$ cat src/rtl/rs_operand_wakeup.sv
// rtl/rs_operand_wakeup.sv - reservation station entry array with operand wakeup and issue select
// Optional feature macro: RS_OLDEST_FIRST_EN (age-based oldest-first issue selection)
module rs_operand_wakeup #(
    parameter int DEPTH       = 8,
    parameter int DEPTH_SEL   = 3,
    parameter int DATA_LEN    = 32,
    parameter int RRF_SEL     = 6,
    parameter int PAYLOAD_LEN = 32
) (
    input  logic                   clk,
    input  logic                   reset_n,
    input  logic                   flush,
    input  logic                   disp_valid,
    output logic                   disp_ready,
    input  logic [DATA_LEN-1:0]    disp_opr1,
    input  logic                   disp_rdy1,
    input  logic [DATA_LEN-1:0]    disp_opr2,
    input  logic                   disp_rdy2,
    input  logic [PAYLOAD_LEN-1:0] disp_payload,
    input  logic [DATA_LEN-1:0]    exrslt1,
    input  logic [RRF_SEL-1:0]     exdst1,
    input  logic                   kill_spec1,
    input  logic [DATA_LEN-1:0]    exrslt2,
    input  logic [RRF_SEL-1:0]     exdst2,
    input  logic                   kill_spec2,
    output logic                   issue_valid,
    input  logic                   issue_ready,
    output logic [DATA_LEN-1:0]    issue_src1,
    output logic [DATA_LEN-1:0]    issue_src2,
    output logic [PAYLOAD_LEN-1:0] issue_payload,
    output logic [DEPTH_SEL:0]     count
);

    logic [DEPTH-1:0]       busy, rdy1, rdy2, cand;
    logic [DATA_LEN-1:0]    opr1    [DEPTH];
    logic [DATA_LEN-1:0]    opr2    [DEPTH];
    logic [PAYLOAD_LEN-1:0] payload [DEPTH];
    logic [DATA_LEN:0]      wk1 [DEPTH];
    logic [DATA_LEN:0]      wk2 [DEPTH];
    logic [DATA_LEN:0]      dk1, dk2;
    logic                   locked, pick_found;
    logic [DEPTH_SEL-1:0]   lock_idx, pick_idx, sel_idx, free_idx;
    logic                   disp_fire, issue_fire;
`ifdef RS_OLDEST_FIRST_EN
    logic [DEPTH_SEL-1:0]   age [DEPTH];
`endif

    // Result-bus snoop: MSB flags a hit, low bits carry the value; bus 1 overrides bus 2
    function automatic logic [DATA_LEN:0] snoop(
        input logic [RRF_SEL-1:0]  tag,
        input logic                k1,
        input logic [RRF_SEL-1:0]  d1,
        input logic [DATA_LEN-1:0] r1,
        input logic                k2,
        input logic [RRF_SEL-1:0]  d2,
        input logic [DATA_LEN-1:0] r2
    );
        logic [DATA_LEN:0] res;
        res = '0;
        if (!k2 && d2 == tag) res = {1'b1, r2};
        if (!k1 && d1 == tag) res = {1'b1, r1};
        return res;
    endfunction

    // Tag compares for the incoming instruction and for every stored operand
    always_comb begin
        dk1 = snoop(disp_opr1[RRF_SEL-1:0], kill_spec1, exdst1, exrslt1, kill_spec2, exdst2, exrslt2);
        dk2 = snoop(disp_opr2[RRF_SEL-1:0], kill_spec1, exdst1, exrslt1, kill_spec2, exdst2, exrslt2);
        for (int i = 0; i < DEPTH; i++) begin
            wk1[i] = snoop(opr1[i][RRF_SEL-1:0], kill_spec1, exdst1, exrslt1, kill_spec2, exdst2, exrslt2);
            wk2[i] = snoop(opr2[i][RRF_SEL-1:0], kill_spec1, exdst1, exrslt1, kill_spec2, exdst2, exrslt2);
        end
    end

    // Lowest-index free entry receives the next dispatch
    always_comb begin
        free_idx = '0;
        for (int i = DEPTH - 1; i >= 0; i--) begin
            if (!busy[i]) free_idx = DEPTH_SEL'(i);
        end
    end

    assign cand       = busy & rdy1 & rdy2;
    assign disp_ready = ~&busy;
    assign disp_fire  = disp_valid & disp_ready;
    assign issue_valid = |cand;
    assign issue_fire = issue_valid & issue_ready;

    // Issue pick; a stalled selection stays locked so the presented entry never changes under backpressure
    always_comb begin
        pick_idx   = '0;
        pick_found = 1'b0;
        for (int i = 0; i < DEPTH; i++) begin
`ifdef RS_OLDEST_FIRST_EN
            if (cand[i] && (!pick_found || age[i] > age[pick_idx])) begin
`else
            if (cand[i] && !pick_found) begin
`endif
                pick_idx   = DEPTH_SEL'(i);
                pick_found = 1'b1;
            end
        end
        sel_idx = locked ? lock_idx : pick_idx;
    end

    assign issue_src1    = issue_valid ? opr1[sel_idx]    : '0;
    assign issue_src2    = issue_valid ? opr2[sel_idx]    : '0;
    assign issue_payload = issue_valid ? payload[sel_idx] : '0;

    // Entry state: allocate on dispatch (with bypass), capture wakeups, free on issue or flush
    always_ff @(posedge clk or negedge reset_n) begin
        if (!reset_n) begin
            busy <= '0;
            rdy1 <= '0;
            rdy2 <= '0;
            for (int i = 0; i < DEPTH; i++) begin
                opr1[i]    <= '0;
                opr2[i]    <= '0;
                payload[i] <= '0;
            end
        end else begin
            for (int i = 0; i < DEPTH; i++) begin
                if (flush) begin
                    busy[i] <= 1'b0;
                end else if (disp_fire && free_idx == DEPTH_SEL'(i)) begin
                    busy[i]    <= 1'b1;
                    payload[i] <= disp_payload;
                    rdy1[i]    <= disp_rdy1 | dk1[DATA_LEN];
                    rdy2[i]    <= disp_rdy2 | dk2[DATA_LEN];
                    opr1[i]    <= (!disp_rdy1 && dk1[DATA_LEN]) ? dk1[DATA_LEN-1:0] : disp_opr1;
                    opr2[i]    <= (!disp_rdy2 && dk2[DATA_LEN]) ? dk2[DATA_LEN-1:0] : disp_opr2;
                end else begin
                    if (issue_fire && sel_idx == DEPTH_SEL'(i)) busy[i] <= 1'b0;
                    if (busy[i] && !rdy1[i] && wk1[i][DATA_LEN]) begin
                        opr1[i] <= wk1[i][DATA_LEN-1:0];
                        rdy1[i] <= 1'b1;
                    end
                    if (busy[i] && !rdy2[i] && wk2[i][DATA_LEN]) begin
                        opr2[i] <= wk2[i][DATA_LEN-1:0];
                        rdy2[i] <= 1'b1;
                    end
                end
            end
        end
    end

    // Occupancy count and issue-selection lock
    always_ff @(posedge clk or negedge reset_n) begin
        if (!reset_n) begin
            count    <= '0;
            locked   <= 1'b0;
            lock_idx <= '0;
        end else if (flush) begin
            count    <= '0;
            locked   <= 1'b0;
            lock_idx <= '0;
        end else begin
            count    <= count + (DEPTH_SEL+1)'(disp_fire) - (DEPTH_SEL+1)'(issue_fire);
            locked   <= issue_valid & ~issue_ready;
            lock_idx <= sel_idx;
        end
    end

`ifdef RS_OLDEST_FIRST_EN
    // Age tracking: new entry starts at 0, every other busy entry ages on each dispatch
    always_ff @(posedge clk or negedge reset_n) begin
        if (!reset_n) begin
            for (int i = 0; i < DEPTH; i++) age[i] <= '0;
        end else if (flush) begin
            for (int i = 0; i < DEPTH; i++) age[i] <= '0;
        end else if (disp_fire) begin
            for (int i = 0; i < DEPTH; i++) begin
                if (free_idx == DEPTH_SEL'(i))
                    age[i] <= '0;
                else if (busy[i] && age[i] != DEPTH_SEL'(DEPTH - 1))
                    age[i] <= age[i] + 1'b1;
            end
        end
    end
`endif

endmodule

$ cat config.mk
export PLATFORM = sky130hd
export DESIGN_NAME = rs_operand_wakeup
export DESIGN_NICKNAME = d
export VERILOG_FILES = /design/src/rtl/rs_operand_wakeup.sv
export SDC_FILE = /design/constraint.sdc
export NUM_CORES = 2
export LEC_CHECK = 0
export BUFFER_PORTS_ARGS = -buffer_cell sky130_fd_sc_hd__buf_2
export CAP_MARGIN = 20
export CORE_AREA = 2 2 455 457
export DETAILED_ROUTE_END_ITERATION = 12
export DIE_AREA = 0 0 457 459
export GPL_TIMING_DRIVEN = 0
export HOLD_SLACK_MARGIN = 0.02
export SYNTH_ARGS = -nofsm -noshare
export SYNTH_HDL_FRONTEND = slang
export SYNTH_SLANG_ARGS = --single-unit
$ cat constraint.sdc
create_clock -name clk -period 3.5 [get_ports clk]
set_input_delay 0.175 -clock clk [delete_from_list [all_inputs] [get_ports clk]]
set_output_delay 0.175 -clock clk [all_outputs]
set_load 0.03 [all_outputs]
Word level (Yosys, flattened, before mapping)

Cells that the tools add are included.

Bits in registers: 800
Word-level logic and storage cells: 451
Output and inout port bits: 102
Bits of input ports: 181

Muxes and demuxes: 164
Add/sub/neg operators: 2
Eq/ne operators: 50
Reductions and logical operators: 173
Bitwise operators: 10
Order comparisons: 1

Operator list:

| operator           | count |
|---|---|
| $mux 32            | 43 |
| $mux 33            | 36 |
| $bmux 32 s3        | 3 |
| $eq 6x6->1         | 36 |
| $logic_and 1x1->1  | 93 |
| $mux 1             | 65 |
| $mux 3             | 16 |
| $reduce_and 2->1   | 24 |
| $reduce_bool 2->1  | 16 |
| $logic_not 1->1    | 28 |
| $eq 3x3->1 const B | 8 |
| $reduce_bool 3->1  | 8 |
| $and 8x8->8        | 2 |
| $eq 3x2->1 const B | 4 |
| $reduce_and 8->1   | 1 |
| $reduce_or 8->1    | 1 |
| $eq 3x1->1 const B | 2 |
| $logic_not 3->1    | 2 |
| $add 4x1->4        | 1 |
| $ge 4x4->1 const B | 1 |
| $mux 4             | 1 |
| $not 3->4          | 1 |
| $sub 4x1->4        | 1 |
| $and 1x1->1        | 3 |
| other kinds (2)    | 4 |

Depth between registers and ports, before layout

Depth after elaboration: 30
Mapped depth: 14
Gate-level depth less buffers: 12

Least setup slack after synthesis

OpenSTA, ideal clock, no wires.

Path type: register -> output
From: reg busy[7]
To: out issue_payload[23]
Data arrival time: 2.779 ns
Data required time: 3.325 ns
Cell stages (with the launch flop): 9
Buffers on the path: 2
Setup slack: 0.546 ns
Path through: dfrtp_1 and3_1 o211ai_1 a31oi_1 mux2i_1 clkbuf_1 buf_1 mux2_2 a22oi_1

Longest elaborated chain between the ends: 10
Elaborated cells on any way between the ends: 11
Classes of those cells: 6 x mux; 3 x bitwise; 2 x reduce/logical

Ends and longest elaborated chain:

| element                                     | RTL line | text |
|---|---|---|
| start, declared                             | 34       | `logic [DEPTH-1:0] busy, rdy1, rdy2, cand;` |
| start signal, assigned                      | 113      | `busy <= '0;` |
| start signal, assigned by index             | 124      | `busy[i] <= 1'b0;` |
| start signal, assigned by index             | 126      | `busy[i] <= 1'b1;` |
| $and 8x8->8 (*) (2 in series)               | 83       | `assign cand = busy & rdy1 & rdy2;` |
| $logic_and 1x1->1                           | 97       | `if (cand[i] && !pick_found) begin` |
| $mux 3                                      | 97       |  |
| $mux 3                                      | 103      | `sel_idx = locked ? lock_idx : pick_idx;` |
| $not 3->4 (implied by the code)             | 108      | `assign issue_payload = issue_valid ? payload[sel_idx] : '0;` |
| $bmux 32 s3                                 | 108      |  |
| $mux 32 (implied by the code) (2 in series) | 108      |  |
| $mux 32 (*)                                 | 108      |  |
| end, declared                               | 30       | `output logic [PAYLOAD_LEN-1:0] issue_payload,` |

Mark *: on every way between the ends. The rest lies on a longest branch, timed or not. The select of a mux whose other input is x is not followed.

Worst setup path after layout

From: reg busy[7]
To: out issue_src1[15]

Longest elaborated chain between the ends: 10
Elaborated cells on any way between the ends: 11
Classes of those cells: 6 x mux; 3 x bitwise; 2 x reduce/logical

Ends and longest elaborated chain:

| element                                     | RTL line | text |
|---|---|---|
| $and 8x8->8 (*) (2 in series)               | 83       |  |
| $logic_and 1x1->1                           | 97       |  |
| $mux 3                                      | 97       |  |
| $mux 3                                      | 103      |  |
| $not 3->4 (implied by the code)             | 106      | `assign issue_src1 = issue_valid ? opr1[sel_idx] : '0;` |
| $bmux 32 s3                                 | 106      |  |
| $mux 32 (implied by the code) (2 in series) | 106      |  |
| $mux 32 (*)                                 | 106      |  |
| end, declared                               | 28       | `output logic [DATA_LEN-1:0] issue_src1,` |

Marks and branches as above.

==> results.ini <==
[synthesis]
synth-simple-area-share_pct=8.69
synth_commonest_cells=dfrtp_1, nand2_1, o21ai_0, mux2_2, mux2i_1
synth_area_leaders=dfrtp_1, mux2_2, mux2i_1, o21ai_0, nand2_1
synth_top_family_by_area=multiplexers
synth.cell_area_mm2=0.0509
synth_fp_nets=5318
ys_ff_latch=800
synthMuxAreaShare_pct=23.8
synth_compound_area_share_pct=19.3
avgSynthCellArea_um2=9.92
yosys_warnings=0
synth.top_cell.area_share_pct=39.3
synth_edf_count=0
ys_types=64
synth.most_common_cell=dfrtp_1
syn_inst=5132
synthArstFlopShare_pct=100
ys.flop_type=dfrtp_1
yosys.area.top_type=dfrtp_1
synthAdderAreaFrac_pct=0.138
ys_seq_area_share_pct=39.3
synthXorXnorAreaFrac_pct=3.77

[grt]
grt_antenna_before_repair=36
grt_util_all_layers_pct=26.6
grt_pass1_wl_um=392000
grt_max_degree=120
grt.overflow.total=0
first_global_vias=47800

[placed_design]
hpwl_um=209000
port_buffers=203
pre_cts_slack_ps=-1650
place.gp.congestion=1.04

[worst_setup_path]
rrSetupSlack_ps=-200
rr_endpoint=opr2[217]
timing.rr.start=opr2[192]
timing_worst_setup_path_type=register to output pin
worstPathRequired_ps=3320
cp-end-kind=output pin
arrival_ps=3590
worst_r2r_path_depth=8
worstSetupStartpointType=register
worstSetupStartpoint=busy[7]
crit_fanout=6

[route]
first_iter_violations=6372
drt-vias-per-instance=5.79
wirelength_um=291000
ant_nets=0
firstDrtPassIters=8
drc=0
vias=49100
routedWlPerCell_um=34.3

[timing]
setup_viol=143
relSlewSlack_pct=13.7
final_hold_viol_count=0
period_needed_ps=3760
setup_ws_ps=-265
post-route-period-util_pct=108
slew_viol_final=0
fmax_ghz=0.266
hold_ws_ps=59.3
grt_setup_unrepaired=yes
skew_ps=53.4
worst_pin_slew_ps=1290

[clocking]
clk_path_buf_depth=3
htree_num_levels=3
cts-root-buf=clkbuf_16
cts.sinks=800
cts_buffers=86
clk_pin_slew_worst_paths_ps=70
tritoncts=built
insertion_delay_ps=760

[cells_and_area]
synthToLayoutAreaGrowth_pct=30.3
drive_above_1_share_pct=30.3
fin_util_pct=32.3
fillerInstances=20900
area.sequential_mm2=0.0200
multi_input_area_mm2=0.0309
final_nets=5868

[floorplanning]
die_y_um=459
fp.dieW_um=457
fp.coreArea_mm2=0.206
dieArea_mm2=0.210
row_count=167
ios=283
start_util_pct=24.8

[status]
status=finished, violations left
violations=negative setup slack

[power_and_ir_drop]
leakage_nw=29.2
peakVddDrop_mv=0.396
power_density_mw_per_mm2=403

[job]
cap_viol_max_count=0

[min_path]
min_path_type=input port to async pin

[layout make-up]
type	instances	area share (%)
Multi-Input combinational cell	3725	46.6
Sequential cell	800	30.2
Timing Repair Buffer	475	7.81
Buffer	581	5.40
Tap cell	2704	5.10
Clock buffer	117	3.71
Clock inverter	42	0.996
Antenna cell	24	0.0906
Inverter	13	0.0792
[placed cells by master, fill, tap and decap left out, types with 82 or more instances in the layout]
cell type	Yosys	final
a221o_1	130	130
a221oi_1	126	82
a2bb2oi_1	98	96
buf_2	80	157
buf_4	15	107
buf_6	7	129
clkbuf_1	445	349
clkbuf_16	0	105
dfrtp_1	800	790
mux2_2	502	473
mux2_4	54	83
mux2i_1	500	480
nand2_1	657	566
o21ai_0	513	417
o21ai_1	107	166
o22a_1	111	111
xnor2_1	84	84
xor2_1	135	135
[cells by family (layout without fill, tap and decap cells)]
family	after synthesis	count (layout)
muxes	1086	1086
other	0	24
AOI/OAI and AO/OA	1432	1432
adders and majority gates	5	5
xor gates and xnor gates	219	219
and+or+nand+nor	983	983
DFF	800	800
buffers and inverters	607	1228
[flip-flops by register name, indices dropped and copies added (netlist names)]
register,count
opr2,256
busy,8
rdy2,8
rdy1,8
lock_idx,3
count,4
opr1,256
locked,1
payload,256
[worst max-delay path by stage]
stage,endpoint,slack [ps],cells past startpoint
2_1_floorplan,issue_payload[23],550,8
3_3_place_gp,opr1[199],-15660,1
3_5_place_dp,issue_src1[15],-1650,9
4_1_cts,issue_src1[15],-290,9
5_1_grt,issue_src1[15],-240,11
6_report,issue_src1[15],-260,9
[stage by stage]
step / std cells / instance area [µm²] / setup TNS [ps] / total power, mW
after floorplan: 5132 / 50900 / 0 / 13.0
after global placement: 8039 / 55300 / - / 15.0
after detailed placement: 8073 / 55900 / -264370 / 15.1
after CTS: 8437 / 65400 / -13190 / 26.4
after global routing: 8477 / 66300 / -14690 / 27.3
final: 8481 / 66300 / -15350 / 26.8
[worst max-delay path, stage by stage, from the launching register on]
cell and delay [ps]:
dfrtp_2 440, and3_4 180, o211ai_1 270, a31oi_4 200, mux2i_4 320, clkbuf_16 230, buf_16 170, mux2_4 330
a22oi_2 450, buf_6 210
[power breakdown]
part,internal [mW],switching (mW)
clock,5.82,4.55
sequential,9.87,0.520
combinational,2.36,3.62
total,18.1,8.70
[metal layers]
layer / vias up / track usage [%] / wire, µm
li1: 20000 / - / -
met1: 24800 / 31.5 / 106000
met2: 3325 / 39.4 / 124000
met3: 1027 / 7.30 / 30400
met4: 8 / 23.4 / 30200
met5: - / 0 / 53
[what timing repair did]
action,4_1_cts,5_1_grt
hold endpoints to repair,625,0
cloned,24,2
hold buffers,67,0
pin swaps,192,112
resized for setup,1040,289
setup buffers,115,43
setup endpoints to repair,554,420
Power figures use the tool's default switching activity.
